**config.mk**
```make
export PLATFORM = sky130hd
export DESIGN_NAME = promedio_ventana
export DESIGN_NICKNAME = d
export VERILOG_FILES = /design/src/rtl/promedio_ventana.sv
export SDC_FILE = /design/constraint.sdc
export NUM_CORES = 1
export LEC_CHECK = 0
export ABC_AREA = 1
export BUFFER_PORTS_ARGS = -buffer_cell sky130_fd_sc_hd__buf_2
export CAP_MARGIN = 20
export CELL_PAD_IN_SITES_DETAIL_PLACEMENT = 1
export CELL_PAD_IN_SITES_GLOBAL_PLACEMENT = 1
export CORE_ASPECT_RATIO = 2
export CORE_MARGIN = 3
export CORE_UTILIZATION = 28
export CTS_BUF_LIST = sky130_fd_sc_hd__clkbuf_8 sky130_fd_sc_hd__clkbuf_16
export CTS_CLUSTER_SIZE = 40
export DETAILED_ROUTE_END_ITERATION = 7
export GPL_TIMING_DRIVEN = 0
export PLACE_DENSITY = 0.6
export SLEW_MARGIN = 25
export SYNTH_ARGS = -nofsm -noshare
export SYNTH_HDL_FRONTEND = slang
export SYNTH_SLANG_ARGS = --single-unit
```
**constraint.sdc**
```tcl
create_clock -name clk -period 2.77 [get_ports clk]
set_input_delay 0.277 -clock clk [delete_from_list [all_inputs] [get_ports clk]]
set_output_delay 0.277 -clock clk [all_outputs]
set_load 0.05 [all_outputs]
```
**src/rtl/promedio_ventana.sv**
```systemverilog
// Windowed averager over 2^K unsigned samples, selectable between block (tumbling)
// and moving (sliding) averages. out is floor(sum / 2^K); sum_ready pulses per result.
module promedio_ventana #(
  parameter int N = 16,
  parameter int K = 2
) (
  input  logic         clk,
  input  logic         reset,
  input  logic         en,
  input  logic         sum_en,
  input  logic         mode,
  input  logic         clear,
  input  logic [N-1:0] in,
  output logic [N-1:0] out,
  output logic         sum_ready,
  output logic [K:0]   fill
);

  localparam int         W         = 1 << K;
  localparam logic [K:0] FILL_FULL = (K+1)'(W);
  localparam logic [K:0] FILL_LAST = FILL_FULL - 1'b1;

  typedef enum logic {
    MODE_BLOCK  = 1'b0,
    MODE_MOVING = 1'b1
  } mode_e;

  mode_e            mode_q, mode_d;
  logic [N+K-1:0]   acc_q, acc_d;
  logic [N-1:0]     win_q [W];
  logic [N-1:0]     win_d [W];
  logic [K-1:0]     wp_q, wp_d;
  logic [K:0]       fill_q, fill_d;
  logic [N-1:0]     out_q, out_d;
  logic             rdy_q, rdy_d;

  mode_e            mode_sel;
  logic             flush;
  logic [N+K-1:0]   in_ext;
  logic [N+K-1:0]   oldest;
  logic [N+K-1:0]   acc_upd;

  assign mode_sel = mode_e'(mode);
  assign flush    = en && (clear || (mode_sel != mode_q));
  assign in_ext   = {{K{1'b0}}, in};
  // Block mode never evicts; moving mode retires the sample about to be overwritten.
  // Modular N+K arithmetic is exact because the true window sum always fits.
  assign oldest   = (mode_q == MODE_MOVING) ? {{K{1'b0}}, win_q[wp_q]} : '0;
  assign acc_upd  = acc_q + in_ext - oldest;

  always_comb begin
    // NOTE: every variable gets a default first so no path leaves it unassigned,
    // which is what keeps this block from inferring latches.
    mode_d = mode_q;
    acc_d  = acc_q;
    win_d  = win_q;
    wp_d   = wp_q;
    fill_d = fill_q;
    out_d  = out_q;
    rdy_d  = 1'b0;

    if (flush) begin
      acc_d  = '0;
      wp_d   = '0;
      fill_d = '0;
      for (int i = 0; i < W; i++) win_d[i] = '0;
      mode_d = clear ? MODE_BLOCK : mode_sel;
      // A sample arriving with a mode switch seeds the new mode's first window.
      if (!clear && sum_en) begin
        acc_d  = in_ext;
        fill_d = (K+1)'(1);
        if (mode_sel == MODE_MOVING) begin
          win_d[0] = in;
          wp_d     = K'(1);
        end
      end
    end else if (en && sum_en) begin
      if (mode_q == MODE_BLOCK) begin
        if (fill_q == FILL_LAST) begin
          out_d  = acc_upd[N+K-1:K];
          rdy_d  = 1'b1;
          acc_d  = '0;
          fill_d = '0;
        end else begin
          acc_d  = acc_upd;
          fill_d = fill_q + 1'b1;
        end
      end else begin
        acc_d        = acc_upd;
        win_d[wp_q]  = in;
        wp_d         = wp_q + 1'b1;
        if (fill_q >= FILL_LAST) begin
          fill_d = FILL_FULL;
          out_d  = acc_upd[N+K-1:K];
          rdy_d  = 1'b1;
        end else begin
          fill_d = fill_q + 1'b1;
        end
      end
    end
  end

  // NOTE: sequential state uses non-blocking assignments so every register
  // samples the pre-edge values regardless of statement order.
  always_ff @(posedge clk or negedge reset) begin
    if (!reset) begin
      mode_q <= MODE_BLOCK;
      acc_q  <= '0;
      wp_q   <= '0;
      fill_q <= '0;
      out_q  <= '0;
      rdy_q  <= 1'b0;
      // NOTE: the window buffer is reset explicitly because moving mode subtracts
      // stale entries from the sum; unknown contents would corrupt the average.
      for (int i = 0; i < W; i++) win_q[i] <= '0;
    end else begin
      mode_q <= mode_d;
      acc_q  <= acc_d;
      win_q  <= win_d;
      wp_q   <= wp_d;
      fill_q <= fill_d;
      out_q  <= out_d;
      rdy_q  <= rdy_d;
    end
  end

  assign out       = out_q;
  assign sum_ready = rdy_q;
  assign fill      = fill_q;

endmodule

```
==> impl_metrics.py, run 1 <==
metrics = {
    "layout": {
        "area_growth_pct": 33.8,
        "insertedDiodeCount": 0,
        "design_area_mm2": 0.00871,
        "regArea_mm2": 0.00263,
        "drive_gt1_share_pct": 33.3,
        "fillerInstances": 2746,
        "finalNetCount": 998,
        "multi_input_area_mm2": 0.00406,
    },
    "synthesis": {
        "synth_most_common_cell": "nand2_1",
        "ys_types": 34,
        "synth-edff-count": 0,
        "ys_ff_latch": 105,
        "synth_fp_nets": 928,
        "synth_top_area_cell": "dfrtp_1",
        "syn_area_per_cell_um2": 7.53,
        "yosys_warnings": 0,
        "synth-async-reset-ratio_pct": 100,
        "synth_top_area_share_pct": 40.3,
        "synth_area_mm2": 0.00651,
        "synth_ff_type": "dfrtp_1",
        "synth_top_cells_by_count": "nand2_1 (185), inv_1 (161), dfrtp_1 (105), o21ai_0 (95), a21oi_1 (71)",
        "synthTopCellsByArea": "dfrtp_1 (40%), nand2_1 (11%), inv_1 (9.3%)",
        "synth_seq_area_share_pct": 40.3,
        "syn_inst": 865,
    },
    "place": {
        "detailed_place_hpwl_um": 18000,
        "routabilityCongestion": 0.863,
        "io_buffers": 41,
        "placed_area_mm2": 0.00711,
    },
    "die": {
        "ios": 42,
        "core_area_mm2": 0.0227,
        "rows": 78,
        "die_x_um": 114,
        "design.die.area_mm2": 0.0252,
        "die_h_um": 222,
        "initial_core_util_pct": 28.6,
    },
    "timing": {
        "worst_slew_pin_slew_ns": 0.626,
        "grt_setup_unrepaired": "yes",
        "max-slew-margin-rel_pct": 58.3,
        "fmax_ghz": 0.347,
        "finClkSkew_ns": 0.00700,
        "setup_viol": 19,
        "report.final.slew_viol_count": 0,
        "hold_viol": 0,
        "timing.final.crit_share_pct": 104,
        "fin_ws_ns": -0.108,
        "min_period_ns": 2.88,
    },
    "drt": {
        "wirelength_um": 23200,
        "route.vias.total": 5992,
        "firstDrtPassIters": 4,
        "first_iter_violations": 105,
        "viasPerCell": 4.91,
        "drc_errors": 0,
        "wire_per_inst_um": 19.0,
        "drtAntennaViolNets": 0,
    },
    "power": {
        "peakVddDrop_uv": 482,
        "pwr_density_cell_mw_per_mm2": 1330,
        "total_power_w": 0.0116,
        "leakage_nw": 4.13,
    },
    "worst_hold_path": {
        "hp-start": "in[14]",
        "whs_endpoint": "win_q[62]$_DFFE_PN0P_",
        "holdCritPathClass": "input port to register",
        "holdPathStages": 3,
    },
    "setup_path": {
        "cpMaxStageDelayCell": "fa_1",
        "crit_type": "register to register",
        "crit_path_cell_trace": "buf_8 -> inv_8 -> clkbuf_16 -> a21oi_2 -> o21ai_1 -> a21oi_2 -> fa_1 -> inv_2 -> ha_4 -> nand2_4 -> nor2_2 -> nand3_2 -> nand2_4 -> xor2_2 -> nand2_1 -> a22oi_1",
        "cp.arrival_ns": 3.16,
        "crit_family": "adder cells",
        "reg2reg_slack_ns": -0.11,
        "cp_data_required_time_ns": 3.06,
        "worstSetupStartpointType": "register",
        "cp-end-kind": "register",
        "timing.rr.end": "acc_q[7]$_DFFE_PN0N_",
        "cp_max_fo": 10,
        "slowest_delay_ns": 0.51,
        "cp_num_buf_inv": 4,
        "reg2reg_depth": 16,
        "timing.rr.start": "wp_q[0]$_DFFE_PN0P_",
    },
    "global_routing": {
        "antenna_found_initial": 0,
        "grt_first_pass_wirelength_um": 36800,
        "grt_overflow": 0,
        "grt_pass1_vias": 6632,
        "grt.total_usage_pct": 19.2,
        "grt_max_degree": 81,
    },
    "clock_tree": {
        "clk_pin_slew_ns": 0.08,
        "numClockSinks": 105,
        "clock_latency_ns": 0.37,
        "cts_tree": "yes",
        "cts_buffers": 9,
        "cts_buffer_depth": 2,
        "cts_root_buf": "clkbuf_16",
        "htree_levels": 3,
    },
    "run_status": {
        "status": "complete, but fails checks",
        "violations": "negative setup slack",
    },
    "flow_run": {
        "maxCapViolations": 0,
    },
}
[metrics by stage]
| step | util (%) | std cells | hold slack (ns) | setup TNS [ns] | worst slack [ns] |
|---|---|---|---|---|---|
| finish | 38.3 | 1220 | 0.191 | -1.20 | -0.108 |
| global route | 38.3 | 1220 | 0.194 | -4.88 | -0.230 |
| CTS | 36.4 | 1214 | 0.177 | -1.88 | -0.124 |
| detailed placement | 31.3 | 1187 | 0.144 | -22.20 | -1.03 |
| global placement | 31.1 | 1186 | 0.457 | -24.48 | -0.974 |
| floorplan | - | 865 | -0.0186 | -0.0132 | -0.0132 |
[flip-flops by register name (all words and copies together), names as in the netlist]
register and count:
acc_q 18, mode_q 1, wp_q 2, win_q 64, sum_ready 1, fill 3, out 16
[logic make-up after synthesis]
group | Yosys count | synth area share, %
buffers and inverters | 204 | 12.3
XOR/XNOR | 7 | 0.941
adder cells (fa/ha/maj) | 41 | 9.72
flip-flops | 105 | 40.3
AND/OR/NAND/NOR | 319 | 21.4
AO/OA/AOI/OAI | 189 | 15.3
[worst max-delay path by stage]
| stage | startpoint | to | slack [ns] | cells past startpoint |
|---|---|---|---|---|
| after CTS | wp_q[0]$_DFFE_PN0P_ | acc_q[15]$_DFFE_PN0N_ | -0.12 | 18 |
| after detailed placement | wp_q[0]$_DFFE_PN0P_ | acc_q[8]$_DFFE_PN0N_ | -1.03 | 14 |
| after floorplan | wp_q[0]$_DFFE_PN0P_ | acc_q[6]$_DFFE_PN0N_ | -0.01 | 15 |
| after global placement | wp_q[0]$_DFFE_PN0P_ | acc_q[8]$_DFFE_PN0N_ | -0.97 | 14 |
| final | wp_q[0]$_DFFE_PN0P_ | acc_q[7]$_DFFE_PN0N_ | -0.11 | 16 |
| after global routing | wp_q[0]$_DFFE_PN0P_ | acc_q[12]$_DFFE_PN0N_ | -0.23 | 16 |
[cells in the final DEF (no fill, tap or decap), types with 3 or more instances in the layout]
master | netlist | routed
inv_1 | 161 | 139
dfrtp_1 | 105 | 105
xor2_2 | 0 | 4
buf_4 | 3 | 20
a21oi_1 | 71 | 20
buf_6 | 1 | 3
o21ai_1 | 8 | 25
nand3_1 | 69 | 49
buf_2 | 14 | 52
o22ai_1 | 6 | 6
fa_1 | 16 | 15
clkbuf_1 | 17 | 7
clkbuf_16 | 0 | 13
nand2_4 | 1 | 15
a21oi_2 | 0 | 40
nand4_1 | 28 | 28
o21ai_4 | 1 | 4
clkbuf_8 | 0 | 4
ha_4 | 0 | 15
o21ai_2 | 0 | 14
nor2_1 | 25 | 19
nor3_2 | 0 | 4
buf_8 | 0 | 3
inv_2 | 5 | 25
nand2_2 | 2 | 43
nor2_2 | 0 | 5
ha_1 | 25 | 10
nand3_2 | 1 | 19
nand2_1 | 185 | 130
a21oi_4 | 1 | 12
o21ai_0 | 95 | 61
[where the power goes]
group | total, W | internal [W] | switching, W
combinational | 0.00799 | 0.00302 | 0.00497
sequential | 0.00215 | 0.00194 | 0.000215
clock | 0.00148 | 0.000820 | 0.000655
[layer usage]
metal	wire, µm	GRT usage (%)	vias up
met2	13600	36.9	84
met3	425	2.49	48
met1	8110	19.6	2946
met4	1060	9.59	0
met5	0	0	-
li1	-	-	2914
[area by class of cell]
type	instances	area share (%)
Tap cell	280	4.02
Clock inverter	6	1.02
Clock buffer	10	2.74
Buffer	35	3.52
Inverter	168	7.50
Multi-Input combinational cell	556	46.6
Timing Repair Buffer	60	4.49
Sequential cell	105	30.2
[worst reg2reg max path: stages (launching register included)]
cell	delay, ns
dfrtp_1	0.41
buf_8	0.16
inv_8	0.08
clkbuf_16	0.16
a21oi_2	0.06
o21ai_1	0.08
a21oi_2	0.08
fa_1	0.51
inv_2	0.05
ha_4	0.32
nand2_4	0.08
nor2_2	0.11
nand3_2	0.09
nand2_4	0.16
xor2_2	0.20
nand2_1	0.10
a22oi_1	0.14
[repair_timing]
action | in CTS | in global routing
cloned | 1 | 0
hold buffers | 1 | 0
gates resized for setup | 202 | 112
endpoints found under the hold margin | 25 | 0
pin swaps | 40 | 66
setup buffers | 10 | 6
endpoints found under the setup margin | 33 | 31
Power figures use the tool's default switching activity.
==> inputs of run 2 (changes only) <==
Settings changed: CORE_UTILIZATION 28 to 41, PLACE_DENSITY 0.6 to 0.81.
==> impl_metrics.py, run 2 (synthesized netlist as in run 1, its figures left out) <==
metrics = {
    "run_status": {
        "status": "complete, but fails checks",
        "violations": "negative setup slack",
    },
    "drt": {
        "drtAntennaViolNets": 0,
        "wirelength_um": 25300,
        "first_iter_violations": 244,
        "viasPerCell": 5.66,
        "drc_errors": 0,
        "wire_per_inst_um": 22.1,
        "route.vias.total": 6468,
        "firstDrtPassIters": 4,
    },
    "timing": {
        "hold_viol": 0,
        "setup_viol": 26,
        "grt_setup_unrepaired": "yes",
        "report.final.slew_viol_count": 0,
        "max-slew-margin-rel_pct": 55.0,
        "min_period_ns": 3.03,
        "fmax_ghz": 0.330,
        "worst_slew_pin_slew_ns": 0.675,
        "fin_ws_ns": -0.259,
        "finClkSkew_ns": 0.0107,
        "hold_ws_ns": 0.188,
        "timing.final.crit_share_pct": 109,
    },
    "die": {
        "die_h_um": 184,
        "die_x_um": 95.1,
        "rows": 64,
        "ios": 42,
        "core_area_mm2": 0.0155,
        "initial_core_util_pct": 42.1,
        "design.die.area_mm2": 0.0175,
    },
    "global_routing": {
        "antenna_found_initial": 0,
        "grt_first_pass_wirelength_um": 37000,
        "grt_max_degree": 61,
        "grt_overflow": 0,
        "grt.total_usage_pct": 27.7,
        "grt_pass1_vias": 7174,
    },
    "place": {
        "detailed_place_hpwl_um": 16400,
        "io_buffers": 41,
        "routabilityCongestion": 0.875,
        "place_ws_ns": -0.881,
    },
    "layout": {
        "largest_reg_flops": 64,
        "top_register": "win_q",
        "fillerInstances": 1851,
        "insertedDiodeCount": 0,
        "drive_gt1_share_pct": 34.4,
        "finalNetCount": 1003,
        "layout_common_cells": "inv_1 (135), nand2_1 (127), dfrtp_1 (105), o21ai_0 (64), buf_2 (52)",
        "layout_commonest_cell": "inv_1",
        "area_growth_pct": 32.5,
    },
    "setup_path": {
        "cp-end-kind": "register",
        "crit_path_cell_trace": "buf_8 -> clkinv_8 -> clkbuf_16 -> a21oi_2 -> o21ai_2 -> a21oi_2 -> fa_1 -> inv_2 -> ha_4 -> nand2_2 -> nand2_2 -> inv_1 -> nand2_4 -> inv_2 -> nand2_4 -> xor2_2 -> nand2_1 -> a21oi_1",
        "cp.arrival_ns": 3.32,
        "worstSetupStartpointType": "register",
        "cpMaxStageDelayCell": "fa_1",
        "cp_num_buf_inv": 6,
        "crit_type": "register to register",
        "cp_max_fo": 6,
        "slowest_delay_ns": 0.48,
        "cp_data_required_time_ns": 3.06,
        "crit_family": "buffers and inverters",
    },
    "power": {
        "internal_power_w": 0.00566,
        "pwr_density_cell_mw_per_mm2": 1380,
        "p_comb_share_pct": 71.8,
        "clock_power_share_pct": 10.1,
        "switchingPower_w": 0.00628,
        "peakVddDrop_uv": 817,
        "swShare_pct": 52.6,
        "leakage_nw": 4.16,
        "p_seq_share_pct": 18.1,
    },
    "clock_tree": {
        "htree_levels": 3,
        "cts_tree": "yes",
        "cts_buffer_depth": 2,
        "cts_buffers": 9,
        "cts_root_buf": "clkbuf_16",
        "clk_pin_slew_ns": 0.07,
        "numClockSinks": 105,
        "clock_latency_ns": 0.37,
    },
    "flow_run": {
        "maxCapViolations": 0,
    },
    "worst_hold_path": {
        "holdCritPathClass": "input port to register",
    },
}
run 2: area by class of cell:
class / count / area [µm²] / area share [%]
repair buffers: 64 / 422 / 4.89
multi-input cells: 556 / 4100 / 47.5
well taps: 198 / 248 / 2.87
flip-flops and latches: 105 / 2630 / 30.4
clock inverters: 7 / 38.8 / 0.449
repair inverters: 1 / 8.76 / 0.101
clock buffers: 9 / 225 / 2.61
inverters: 168 / 661 / 7.66
plain buffers: 35 / 300 / 3.48
run 2: final timing paths:
kind / startpoint / end / slack, ns / depth (start not counted)
setup / recovery: wp_q[0]$_DFFE_PN0P_ / acc_q[8]$_DFFE_PN0N_ / -0.26 / 18
hold / removal: in[13] / win_q[61]$_DFFE_PN0P_ / 0.19 / 3
setup reg to reg: wp_q[0]$_DFFE_PN0P_ / acc_q[8]$_DFFE_PN0N_ / -0.26 / 18
hold reg to reg: out[0]$_DFFE_PN0P_ / out[0]$_DFFE_PN0P_ / 0.48 / 2
max in group asynchronous: reset / acc_q[1]$_DFFE_PN0N_ / 1.64 / 3
min in group asynchronous: reset / win_q[58]$_DFFE_PN0P_ / 0.47 / 2
run 2: per-layer routing:
metal / vias to the layer above / part of all wire, % / wire, µm / GRT usage [%]
li1: 2923 / - / - / -
met1: 3261 / 36 / 9010 / 28.7
met2: 181 / 55 / 13800 / 50.9
met3: 103 / 3.2 / 799 / 4.04
met4: 0 / 6.5 / 1650 / 16.7
met5: - / 0 / 0 / 0
run 2: worst reg2reg max path, cell delays in order (launching register included):
cell	delay [ns]
dfrtp_1	0.40
buf_8	0.18
clkinv_8	0.10
clkbuf_16	0.18
a21oi_2	0.14
o21ai_2	0.07
a21oi_2	0.17
fa_1	0.48
inv_2	0.11
ha_4	0.23
nand2_2	0.07
nand2_2	0.07
inv_1	0.11
nand2_4	0.08
inv_2	0.09
nand2_4	0.06
xor2_2	0.20
nand2_1	0.09
a21oi_1	0.13
run 2: what timing repair did:
action	4_1_cts	5_1_grt
setup endpoints to repair	32	30
pin swaps	68	54
hold buffers	1	0
hold endpoints to repair	59	0
resized for setup	207	119
cloned	1	2
setup buffers	14	5
run 2: power by group through the flow:
stage / logic (W) / clock network, W / registers [W]
global placement: 0.00484 / 0 / 0.00214
global route: 0.00919 / 0.00128 / 0.00220
CTS: 0.00693 / 0.00123 / 0.00214
finish: 0.00857 / 0.00121 / 0.00216
floorplan: 0.00325 / 0 / 0.00247
detailed placement: 0.00498 / 0 / 0.00216
run 2: through the flow:
stage          area [µm²]  power, W  setup TNS, ns  utilization (%)  instances
2_1_floorplan        6520   0.00572        -0.0132                -        865
3_3_place_gp         6970   0.00698         -16.31             45.1       1104
3_5_place_dp         7010   0.00714         -18.33             45.3       1105
4_1_cts              8140    0.0103         -0.897             52.7       1136
5_1_grt              8630    0.0127          -7.68             55.8       1143
6_report             8630    0.0119          -4.55             55.8       1143
==> inputs of run 3 (changes only) <==
Settings changed: CAP_MARGIN 20 to 40, CORE_UTILIZATION 41 to 50, CTS_BUF_LIST sky130_fd_sc_hd__clkbuf_8 sky130_fd_sc_hd__clkbuf_16 to sky130_fd_sc_hd__clkbuf_4, PLACE_DENSITY 0.81 to 0.91.
Clock period 2.77 ns to 3.93 ns, I/O delays scaled along.
==> impl_metrics.py, run 3 (synthesized netlist as in run 1, its figures left out) <==
metrics = {
    "run_status": {
        "status": "finished, final reports clean",
    },
    "global_routing": {
        "antenna_found_initial": 1,
        "grt_overflow": 0,
        "grt_max_degree": 55,
        "grt.total_usage_pct": 30.9,
        "grt_pass1_vias": 7183,
        "grt_first_pass_wirelength_um": 34700,
    },
    "drt": {
        "route.vias.total": 6292,
        "wirelength_um": 22100,
        "viasPerCell": 5.86,
        "route.met3.wl_um": 718,
        "drtAntennaViolNets": 0,
        "first_iter_violations": 362,
        "firstDrtPassIters": 5,
        "drc_errors": 0,
        "wire_per_inst_um": 20.5,
        "top_layer_used": "met4",
        "met1Wirelength_um": 7460,
        "routed-wl-met2_um": 12500,
    },
    "die": {
        "core_area_mm2": 0.0126,
        "die_h_um": 167,
        "ios": 42,
        "design.die.area_mm2": 0.0145,
        "initial_core_util_pct": 51.6,
        "rows": 58,
        "die_x_um": 86.7,
    },
    "setup_path": {
        "crit_type": "register to register",
        "worstSetupStartpointType": "register",
        "cp_max_fo": 11,
        "cp-end-kind": "register",
        "cp.arrival_ns": 4.19,
        "reg2reg_slack_ns": 0.19,
        "cp_data_required_time_ns": 4.38,
    },
    "power": {
        "leakage_nw": 3.75,
        "peakVddDrop_uv": 505,
        "pwr_density_cell_mw_per_mm2": 811,
    },
    "timing": {
        "setup_viol": 0,
        "report.final.slew_viol_count": 0,
        "timing.final.crit_share_pct": 95.1,
        "hold_viol": 0,
        "worst_slew_pin_slew_ns": 0.577,
        "max-slew-margin-rel_pct": 61.5,
        "min_period_ns": 3.74,
        "fmax_ghz": 0.268,
        "fin_ws_ns": 0.192,
        "finClkSkew_ns": 0.0286,
    },
    "clock_tree": {
        "clk_pin_slew_ns": 0.21,
        "cts_root_buf": "clkbuf_4",
        "cts_buffer_depth": 2,
        "cts_tree": "yes",
        "htree_levels": 3,
        "clock_latency_ns": 0.54,
        "cts_buffers": 9,
        "numClockSinks": 105,
        "post_cts_buffers": 0,
    },
    "flow_run": {
        "maxCapViolations": 0,
    },
    "place": {
        "io_buffers": 41,
        "place_ws_ns": 0.243,
        "placed_area_mm2": 0.00694,
        "routabilityCongestion": 0.966,
        "detailed_place_hpwl_um": 17100,
    },
    "layout": {
        "layout_common_cells": "nand2_1 (185), inv_1 (161), dfrtp_1 (105), o21ai_0 (95), a21oi_1 (71)",
        "final_util_pct": 56.2,
        "largest_reg_flops": 64,
        "top_register": "win_q",
        "finalNetCount": 981,
        "layout_commonest_cell": "nand2_1",
        "area_growth_pct": 8.91,
        "drive_gt1_share_pct": 10.1,
        "design_area_mm2": 0.00709,
    },
    "worst_hold_path": {
        "holdCritPathClass": "input port to register",
    },
}
==> run 3: cell types whose count changed in the layout (fill, tap and decap cells not counted), moves of 14 or more <==
cell     before  now
inv_2        29    5
a21oi_2      37    0
o21ai_0      64   95
nand2_1     127  185
nand3_1      48   69
ha_1         10   25
nand2_2      36    2
ha_4         14    0
a21oi_1      25   71
nand3_2      20    1
buf_4        21    3
inv_1       135  161
o21ai_2      18    0
nand2_4      25    1
==> run 3: stage by stage <==
step	total power, W	hold WS, ns	cells	TNS [ns]
floorplan	0.00403	0.0974	865	0
global placement	0.00484	0.456	1056	0
detailed placement	0.00506	0.379	1057	0
CTS	0.00567	0.128	1074	0
global route	0.00621	0.122	1074	-0.0973
finish	0.00575	0.125	1074	0
==> run 3: power by group <==
part / internal, W / switching [W]
sequential: 0.00136 / 0.000153
clock: 0.000153 / 0.000441
combinational: 0.00110 / 0.00254
==> run 3: layer usage <==
metal / global-route usage [%] / up-vias
met2: 58.2 / 209
met5: 0 / -
li1: - / 2880
met1: 29.2 / 3099
met3: 4.97 / 104
met4: 20.1 / 0
==> run 3: critical path: stages (launching register included) <==
cell        delay (ns)
dfrtp_1           0.42
buf_2             0.24
clkinvlp_4        0.23
buf_2             0.25
a21oi_1           0.25
o21ai_0           0.20
a21oi_1           0.25
fa_1              0.45
inv_1             0.08
ha_1              0.30
nand2_1           0.10
inv_1             0.06
nand2_1           0.13
inv_1             0.06
a21oi_1           0.20
nand2_1           0.09
nand2_1           0.09
nand3_1           0.09
a21oi_1           0.16
==> run 3: final cells by class <==
type / instances / area (µm²)
fillers: 1662 / 5530
plain buffers: 35 / 171
well taps: 150 / 188
multi-input cells: 556 / 3080
diodes: 1 / 2.50
inverters: 168 / 634
flip-flops and latches: 105 / 2630
clock buffers: 10 / 75.1
clock inverters: 6 / 62.6
repair buffers: 43 / 249
==> run 3: path summary, 6_finish.rpt <==
| kind | from | endpoint | depth (start not counted) |
|---|---|---|---|
| setup / recovery | wp_q[1]$_DFFE_PN0P_ | acc_q[13]$_DFFE_PN0N_ | 18 |
| hold reg to reg | win_q[62]$_DFFE_PN0P_ | win_q[62]$_DFFE_PN0P_ | 2 |
| min in group asynchronous | reset | win_q[32]$_DFFE_PN0P_ | 2 |
| hold / removal | in[2] | win_q[50]$_DFFE_PN0P_ | 3 |
| setup reg to reg | wp_q[1]$_DFFE_PN0P_ | acc_q[13]$_DFFE_PN0N_ | 18 |
| max in group asynchronous | reset | win_q[62]$_DFFE_PN0P_ | 3 |
==> run 3: timing repair <==
action,4_1_cts,5_1_grt
hold buffers,1,0
setup endpoints to repair,0,12
gates resized for setup,0,8
hold endpoints to repair,51,0
